--- src/rtl/fetch_pkg.sv ---
// Shared types for the instruction fetch unit: FSM states, queue entry layout and
// the JAL target helper used when FETCH_JAL_PREDICT_EN is defined.
package fetch_pkg;

    typedef enum logic [1:0] {
        IDLE = 2'd0,
        WAIT = 2'd1,
        DROP = 2'd2
    } fetch_state_e;

    localparam logic [6:0] JAL_OPCODE = 7'b1101111;

    typedef struct packed {
        logic [31:0] pc;
        logic [31:0] instr;
    } queue_entry_t;

    // Reassembles the scrambled J-type immediate from instruction bits [31:12].
    function automatic logic [31:0] jal_offset(input logic [31:12] i_imm_bits);
        return {{12{i_imm_bits[31]}}, i_imm_bits[19:12], i_imm_bits[20],
                i_imm_bits[30:21], 1'b0};
    endfunction

endpackage

--- src/rtl/fetch_queue.sv ---
// Synchronous FIFO of {pc, instr} entries with flush; DEPTH must be a power of two
// so the head/tail pointers wrap by natural overflow.
module fetch_queue
    import fetch_pkg::*;
#(
    parameter int unsigned DEPTH = 4
) (
    input  logic                         i_clk,
    input  logic                         i_rst,
    input  logic                         i_flush,
    input  logic                         i_push,
    input  queue_entry_t                 i_data,
    input  logic                         i_pop,
    output queue_entry_t                 o_head,
    output logic [$clog2(DEPTH+1)-1:0]   o_count,
    output logic                         o_empty,
    output logic                         o_full
);

    localparam int unsigned PTR_W = $clog2(DEPTH);
    localparam int unsigned CNT_W = $clog2(DEPTH+1);

    logic [PTR_W-1:0] r_head;
    logic [PTR_W-1:0] r_tail;
    logic [CNT_W-1:0] r_count;
    queue_entry_t     r_mem [DEPTH];

    logic w_do_push;
    logic w_do_pop;

    assign o_empty   = (r_count == '0);
    assign o_full    = (r_count == CNT_W'(DEPTH));
    assign o_count   = r_count;
    assign o_head    = r_mem[r_head];

    // Flush wins over both operations; a push at full is allowed only alongside a pop.
    assign w_do_pop  = i_pop  && !i_flush && !o_empty;
    assign w_do_push = i_push && !i_flush && (!o_full || w_do_pop);

    always_ff @(posedge i_clk or posedge i_rst) begin
        if (i_rst) begin
            r_head  <= '0;
            r_tail  <= '0;
            r_count <= '0;
        end else if (i_flush) begin
            r_head  <= '0;
            r_tail  <= '0;
            r_count <= '0;
        end else begin
            if (w_do_push) r_tail <= r_tail + 1'b1;
            if (w_do_pop)  r_head <= r_head + 1'b1;
            case ({w_do_push, w_do_pop})
                2'b10:   r_count <= r_count + 1'b1;
                2'b01:   r_count <= r_count - 1'b1;
                default: r_count <= r_count;
            endcase
        end
    end

    always_ff @(posedge i_clk) begin
        if (w_do_push) r_mem[r_tail] <= i_data;
    end

endmodule

--- src/rtl/instruction_fetch.sv ---
// Instruction fetch: single-outstanding memory request FSM feeding a decode queue.
// Optional macro FETCH_JAL_PREDICT_EN redirects the fetch PC to JAL targets on push.
module instruction_fetch
    import fetch_pkg::*;
#(
    parameter logic [31:0] RESET_PC    = 32'h0000_0000,
    parameter int unsigned QUEUE_DEPTH = 4
) (
    input  logic                               clock,
    input  logic                               reset,
    output logic                               memReq,
    output logic [31:0]                        memAddr,
    input  logic                               memReady,
    input  logic [31:0]                        memData,
    input  logic                               decodeReady,
    output logic                               decodePulse,
    output logic [31:0]                        instr,
    output logic [31:0]                        pcNumber,
    input  logic                               redirectValid,
    input  logic [31:0]                        redirectPC,
    output logic [$clog2(QUEUE_DEPTH+1)-1:0]   queueCount
);

    fetch_state_e r_state;
    fetch_state_e w_state_next;
    logic [31:0]  r_pc;
    logic [31:0]  w_pc_next;
    logic         r_memReq;
    logic         w_memReq_next;
    logic [31:0]  r_memAddr;
    logic [31:0]  w_memAddr_next;
    logic         r_decodePulse;
    logic [31:0]  r_instr;
    logic [31:0]  r_pcNumber;

    logic         w_push;
    logic         w_pop;
    logic         w_empty;
    logic         w_full;
    logic [31:0]  w_redirect_pc;
    logic [31:0]  w_seq_pc;
    queue_entry_t w_push_entry;
    queue_entry_t w_head;

    assign w_redirect_pc = redirectPC & ~32'd3;
    assign w_push_entry  = '{pc: r_pc, instr: memData};
    assign w_pop         = !redirectValid && decodeReady && !w_empty;

`ifdef FETCH_JAL_PREDICT_EN
    assign w_seq_pc = (memData[6:0] == JAL_OPCODE) ? r_pc + jal_offset(memData[31:12])
                                                   : r_pc + 32'd4;
`else
    assign w_seq_pc = r_pc + 32'd4;
`endif

    always_comb begin
        w_state_next   = r_state;
        w_pc_next      = r_pc;
        w_memReq_next  = r_memReq;
        w_memAddr_next = r_memAddr;
        w_push         = 1'b0;
        case (r_state)
            IDLE: begin
                if (redirectValid) begin
                    w_pc_next = w_redirect_pc;
                end else if (!w_full) begin
                    w_memReq_next  = 1'b1;
                    w_memAddr_next = r_pc;
                    w_state_next   = WAIT;
                end
            end
            WAIT: begin
                if (redirectValid) begin
                    w_pc_next = w_redirect_pc;
                    if (memReady) begin
                        w_memReq_next = 1'b0;
                        w_state_next  = IDLE;
                    end else begin
                        w_state_next  = DROP;
                    end
                end else if (memReady) begin
                    w_push        = 1'b1;
                    w_pc_next     = w_seq_pc;
                    w_memReq_next = 1'b0;
                    w_state_next  = IDLE;
                end
            end
            DROP: begin
                if (redirectValid) w_pc_next = w_redirect_pc;
                // A redirect coinciding with the stale completion still retires it;
                // remaining in DROP would wait on a response that never comes.
                if (memReady) begin
                    w_memReq_next = 1'b0;
                    w_state_next  = IDLE;
                end
            end
            default: begin
                w_memReq_next = 1'b0;
                w_state_next  = IDLE;
            end
        endcase
    end

    always_ff @(posedge clock or posedge reset) begin
        if (reset) begin
            r_state       <= IDLE;
            r_pc          <= RESET_PC;
            r_memReq      <= 1'b0;
            r_memAddr     <= '0;
            r_decodePulse <= 1'b0;
            r_instr       <= '0;
            r_pcNumber    <= '0;
        end else begin
            r_state       <= w_state_next;
            r_pc          <= w_pc_next;
            r_memReq      <= w_memReq_next;
            r_memAddr     <= w_memAddr_next;
            r_decodePulse <= w_pop;
            if (w_pop) begin
                r_instr    <= w_head.instr;
                r_pcNumber <= w_head.pc;
            end
        end
    end

    fetch_queue #(
        .DEPTH (QUEUE_DEPTH)
    ) u_queue (
        .i_clk   (clock),
        .i_rst   (reset),
        .i_flush (redirectValid),
        .i_push  (w_push),
        .i_data  (w_push_entry),
        .i_pop   (w_pop),
        .o_head  (w_head),
        .o_count (queueCount),
        .o_empty (w_empty),
        .o_full  (w_full)
    );

    assign memReq      = r_memReq;
    assign memAddr     = r_memAddr;
    assign decodePulse = r_decodePulse;
    assign instr       = r_instr;
    assign pcNumber    = r_pcNumber;

endmodule

--- config.mk ---
export PLATFORM = sky130hd
export DESIGN_NAME = instruction_fetch
export DESIGN_NICKNAME = d
export VERILOG_FILES = /design/src/rtl/fetch_pkg.sv /design/src/rtl/fetch_queue.sv /design/src/rtl/instruction_fetch.sv
export SDC_FILE = /design/constraint.sdc
export NUM_CORES = 1
export LEC_CHECK = 0
export ABC_AREA = 1
export CORE_MARGIN = 1.5
export CORE_UTILIZATION = 59
export CTS_BUF_LIST = sky130_fd_sc_hd__clkbuf_4 sky130_fd_sc_hd__clkbuf_8
export CTS_CLUSTER_DIAMETER = 200
export CTS_CLUSTER_SIZE = 20
export DETAILED_ROUTE_END_ITERATION = 7
export HOLD_SLACK_MARGIN = 0.06
export PLACE_DENSITY_LB_ADDON = 0.2
export SLEW_MARGIN = 20
export SYNTH_ARGS = -nofsm -noshare
export SYNTH_HDL_FRONTEND = slang
export SYNTH_SLANG_ARGS = --single-unit
--- constraint.sdc ---
create_clock -name clock -period 5 [get_ports clock]
set_clock_uncertainty 0.05 [all_clocks]
set_input_delay 1 -clock clock [delete_from_list [all_inputs] [get_ports clock]]
set_output_delay 1 -clock clock [all_outputs]
set_load 0.01 [all_outputs]
; Yosys cells after proc, flatten, opt, wreduce, memory -nomap -nowiden
; Memories as Yosys holds them, arrays and structs flattened. A register that Yosys moved wholly into a read port is not among the register bits.
; Index checks and enable logic that the tools add are counted.
[word_totals]
elab_cells = 73
input_bits = 69
ramBits = 256
rom_bits = 0
register_bits = 75
latchBits = 0
output_inout_bits = 101
memories = 1
[mem_list]
columns = name, words, word_bits, read_ports, rd_clocked_by_memory_dff, write_ports, line_no
row1 = u_queue.r_mem, 4, 64, 1, 1, 1, fetch_queue.sv:26  ; queue_entry_t r_mem [DEPTH];
[op_classes]
order_cmp = 0
shift = 0
bitwise = 2
multipliers = 0
div = 0
muxes = 25
n_addsub = 5
n_reduce_logical = 22
eq_ne = 10
[ops]
columns = operator, count
row1 = $mux W32, 3
row2 = $pmux W32 S2, 1
row3 = $add A32 B3 Y32 const B, 1
row4 = $mux W2, 9
row5 = $reduce_and A3 Y1, 3
row6 = $mux W1, 8
row7 = $logic_and A1 B1 Y1, 6
row8 = $pmux W2 S3, 1
row9 = $pmux W3 S2, 1
row10 = $reduce_bool A2 Y1, 3
row11 = $add A2 B1 Y2 const B, 2
row12 = $eq A2 B1 Y1 const B, 2
row13 = $eq A2 B2 Y1 const B, 2
row14 = $ne A2 B1 Y1 const B, 2
row15 = $ne A2 B2 Y1 const B, 2
row16 = $reduce_or A2 Y1, 2
row17 = $add A3 B1 Y3 const B, 1
row18 = $eq A3 B3 Y1 const B, 1
row19 = $logic_not A1 Y1, 3
row20 = $logic_not A3 Y1, 1
row21 = $mux W3, 1
row22 = $ne A3 B3 Y1 const B, 1
row23 = $reduce_bool A3 Y1, 1
row24 = $sub A3 B1 Y3 const B, 1
row25 = other kinds (5), 6

; Logic depth before layout (Yosys ltp)
[logic_depth]
depth_word = 10
depth_mapped = 13

; Cells and area by module
; A second synthesis with hierarchy kept.
[unflattened]
cells_unflattened = 1474
area_unflattened_um2 = 16016.6
[by_module_without_submodules]
columns = mod, area_each_um2, instances, cells_each
row1 = fetch_queue, 9962.1, 1, 682
row2 = instruction_fetch, 6054.6, 1, 792

; Worst setup path after synthesis
; No wires, ideal clock.
[synth_timing]
kind = input to register
start = input memReady
end = memory u_queue.r_mem[0][0] (netlist name), enable pin
setup_ps = 482
arrival_time_ps = 4086
t_required_ps = 4468
path_slack_ps = 382
cell_stages = 4
cell_sequence = inv_2 -> nor3_2 -> o21ai_2 -> nor2_1
[synth_between]
elab_chain_len = 7
[synth_lines]
columns = item, line_no
row1 = from (decl), instruction_fetch.sv:13  ; input logic memReady,
row2 = $mux W1, instruction_fetch.sv:81  ; end else if (memReady) begin
row3 = $mux W1, instruction_fetch.sv:73  ; if (redirectValid) begin
row4 = $mux W1, instruction_fetch.sv:62  ; case (r_state)
row5 = $logic_and A1 B1 Y1 (2 in a row), fetch_queue.sv:38  ; assign w_do_push = i_push && !i_flush && (!o_full || w_do_pop);
row6 = $mux W1, fetch_queue.sv:61  ; if (w_do_push) r_mem[r_tail] <= i_data;
row7 = $mux W1 (not written as such), fetch_queue.sv:61
row8 = to (decl), fetch_queue.sv:26
; Every way passes these cells.

; Worst setup path in the final report
[layout_timing]
start = input redirectValid
end = memory u_queue.r_mem[2][41] (netlist name), enable pin
[layout_between]
elab_chain_len = 9
word_cells_on_any_way = 12
[layout_lines]
columns = item, line_no
row1 = from (decl), instruction_fetch.sv:19  ; input logic redirectValid,
row2 = $logic_not A1 Y1, "fetch_queue.sv:37, fetch_queue.sv:38, instruction_fetch.sv:47"
row3 = $logic_and A1 B1 Y1 (2 in a row), instruction_fetch.sv:47  ; assign w_pop = !redirectValid && decodeReady && !w_empty;
row4 = $logic_and A1 B1 Y1 (2 in a row), fetch_queue.sv:37  ; assign w_do_pop = i_pop && !i_flush && !o_empty;
row5 = $logic_or A1 B1 Y1, fetch_queue.sv:38
row6 = $logic_and A1 B1 Y1 (*), fetch_queue.sv:38
row7 = $mux W1 (*), fetch_queue.sv:61
row8 = $mux W1 (not written as such) (*), fetch_queue.sv:61
; Mark *: on every way between the ends. The rest lies on a longest branch, timed or not.

==> key figures <==
Route
  – DRT Pass-1 Iters: 5
  – DRT iter0 DRCs: 961
  – Routed WL: 32,900 um
  – Avg Vias per Cell: 5.50
  – DRT antenna net count: 0
  – DR vias: 10,553
  – Residual DRC: 0
  – Routed WL per cell: 17.1 um

Floorplan
  – Boundary pin count: 170
  – Die height: 166 um
  – Die area: 27,600 um^2
  – Core area: 26,100 um^2
  – Initial Util: 60.2%
  – Die width: 166 um
  – Site Rows: 59

Layout
  – Register area: 10,800 um^2
  – Footprint of the multi-input gates: 4300 um^2
  – Fin nets: 1,646
  – Layout Area Growth over Synthesis: 14.8%
  – Fraction of layout cells with a size suffix above 1: 6.44%
  – Antenna Cells: 0
  – Fill count: 1,917
  – Final core utilization: 69.2%

Timing
  – Tcrit/Tclk final: 65.3%
  – Fin. max-slew vios: 0
  – Final setup vio count: 0
  – Max-slew headroom: 32.9%
  – Final min period: 3270 ps
  – Min Hold Slack: 453 ps
  – Fmax: 306 MHz
  – Worst slew pin tran: 1010 ps
  – RSZ-0062 raised after global routing: false
  – Setup total negative slack: 0 ps
  – Final hold violations: 0

Critical path
  – Worst Path Arrival: 3490 ps
  – Worst Setup End Kind: flop
  – WP data required: 5230 ps
  – Startpoint Class: input port
  – Crit path max fanout: 46
  – Crit Path Class: input port to flop

Logic synthesis
  – Seq/Total Area, Yosys: 68.7%
  – Syn. warnings: 0
  – Post-synth EDFFs: 248
  – Asr flop ratio synth: 34.9%
  – Yosys cell types: 41
  – Post-synth top area cell: edfxtp_1
  – Synthesized area: 15,700 um^2
  – Flops & latches, synth: 381
  – Mean Syn Cell Area: 10.9 um^2
  – Top FF cell, synth: edfxtp_1
  – Top cell type's share of synthesized area: 47.5%
  – Cells after synthesis: 1,438
  – Area contributors post-synth: edfxtp_1, dfrtp_1, nor2_1, o21ai_0, nand2_1

GRT
  – Total global-route track usage: 23.8%
  – First-pass GRT wire length: 52,800 um
  – Number of global-route vias before repair: 10,192
  – Antenna violations before repair: 0
  – Largest net degree at the start of global routing: 95
  – Overflow after GRT: 0

CTS
  – H-tree Lvls: 1
  – Clock Tree Buf Depth: 3
  – Clk_lat worst skew: 570 ps
  – Clock root buffer: clkbuf_8
  – Post-CTS setup buffers: 0
  – CTS resizes: 0
  – Clk sinks: 381
  – Post-CTS Hold Buffers: 0
  – CTS Buf Count: 23
  – Reg clk slew, reported paths: 130 ps
  – TritonCTS clock tree: built

Power
  – Pwr dens: 486 nW/um^2
  – Leak pwr: 0.00676 uW
  – Power Total: 8760 uW
  – Worst vdd ir: 0.000268 V

Outcome
  – Status: finished, final reports clean

Placement
  – DP HPWL: 19,400 um
  – IO buf count: 163
  – Placer Congestion: 0.886

Min path
  – Hold crit path type: flop to flop

Run
  – Max cap viols: 0
## sequential cells by signal, summed over array words and instances, names as in the netlist, 2 cells and up
name             flops
u_queue.r_head       2
u_queue.r_tail       2
r_pc                30
instr               32
pcNumber            30
u_queue.o_count      3
u_queue.r_mem      248
r_state              2
memAddr             30
## logic make-up (layout without fill, tap and decap cells)
| family | after synthesis | count (layout) | synth area share (%) |
|---|---|---|---|
| flip-flops | 381 | 381 | 68.7 |
| XOR/XNOR | 4 | 4 | 0.223 |
| adder cells (fa/ha/maj) | 11 | 11 | 0.925 |
| AND/OR/NAND/NOR | 638 | 638 | 16.6 |
| AO/OA/AOI/OAI | 262 | 262 | 9.08 |
| multiplexers | 3 | 3 | 0.215 |
| other | 1 | 4 | 0.0239 |
| buffers and inverters | 138 | 280 | 4.26 |
## power breakdown
group	internal, uW	switching, uW
Combinational	1200	1370
Clock	575	923
Sequential	4100	596
## synth_stat cells (2+ instances only)
cell type and count:
a31oi_1 62, buf_4 26, xor2_1 4, o21ai_0 170, nand2_2 7, nand3_2 4
buf_2 22, a22oi_1 2, nand3_1 42, nor2_1 391, edfxtp_1 248, buf_6 2
ha_1 10, inv_1 54, a21oi_1 9, nand3b_4 2, nor2_4 4, inv_2 8
clkbuf_1 19, mux2_2 3, dfrtp_1 133, nand2_1 172, clkbuf_2 6, nand4_1 4
nor2_2 6, o22ai_1 6, o21ai_1 7, and2_1 2
## cell usage in the layout (no fill, tap or decap), drive strengths merged
cell type      netlist  layout
o21a                 1       1
ha                  10      10
nor2               401     401
nand3               47      47
fa                   1       1
a22oi                2       2
edfxtp             248     248
or2                  1       1
nand2              179     179
dfrtp              133     133
xor2                 4       4
nand3b               2       2
clkdlybuf4s50        0     163
clkinvlp             0       1
mux2                 3       3
a31oi               62      62
o22ai                6       6
and2                 2       2
a21oi               10      10
nor3                 1       1
inv                 63      64
nand4                4       4
o31ai                2       2
a2bb2oi              1       1
nor4                 1       1
buf                 50      12
conb                 1       4
clkbuf              25      40
o21ai              178     178
## per-stage QoR
stage	instance area, um^2	instances	worst slack (ps)
after floorplan	15700	1441	382
after global placement	17500	1876	1150
after detailed placement	17500	1876	1110
after CTS	18000	1918	1720
after global routing	18000	1918	1570
final	18000	1918	1730
## per-layer routing
metal / share of wire, % / vias up / track usage (%)
li1: - / 5121 / -
met1: 44 / 5069 / 33.7
met2: 48 / 320 / 39.9
met3: 5.9 / 43 / 3.00
met4: 1.7 / 0 / 5.25
met5: 0 / - / 0
## worst paths after layout
| path | start | to | slack [ps] | cells after the start |
|---|---|---|---|---|
| worst min register to register | memAddr[28]$_DFFE_PP0P_ | memAddr[28]$_DFFE_PP0P_ | 450 | 2 |
| max in group asynchronous | reset | memAddr[7]$_DFFE_PP0P_ | 3150 | 3 |
| min in group asynchronous | reset | instr[27]$_DFFE_PP0N_ | 880 | 2 |
| worst max register to register | u_queue.o_count[0]$_DFFE_PP0P_ | u_queue.r_mem[2][41]$_DFFE_PP_ | 2330 | 7 |
| worst min-delay path | memAddr[28]$_DFFE_PP0P_ | memAddr[28]$_DFFE_PP0P_ | 450 | 2 |
| worst max-delay path | redirectValid | u_queue.r_mem[2][41]$_DFFE_PP_ | 1730 | 7 |
## critical path: stages
cell and delay [ps]:
clkdlybuf4s50_1 500, inv_2 290, nand3_4 140, inv_4 380, o21ai_2 270, nor2_4 630
buf_12 250
## cell type report
cell class                 instances  area share (%)
clock buffer                      40            2.46
inverter                          63            1.35
tap                              335            2.33
sequential                       381            59.8
clock inverter                     2           0.153
timing repair buffer             175            10.0
multi-input combinational        922            23.8
Power figures use the tool's default switching activity.
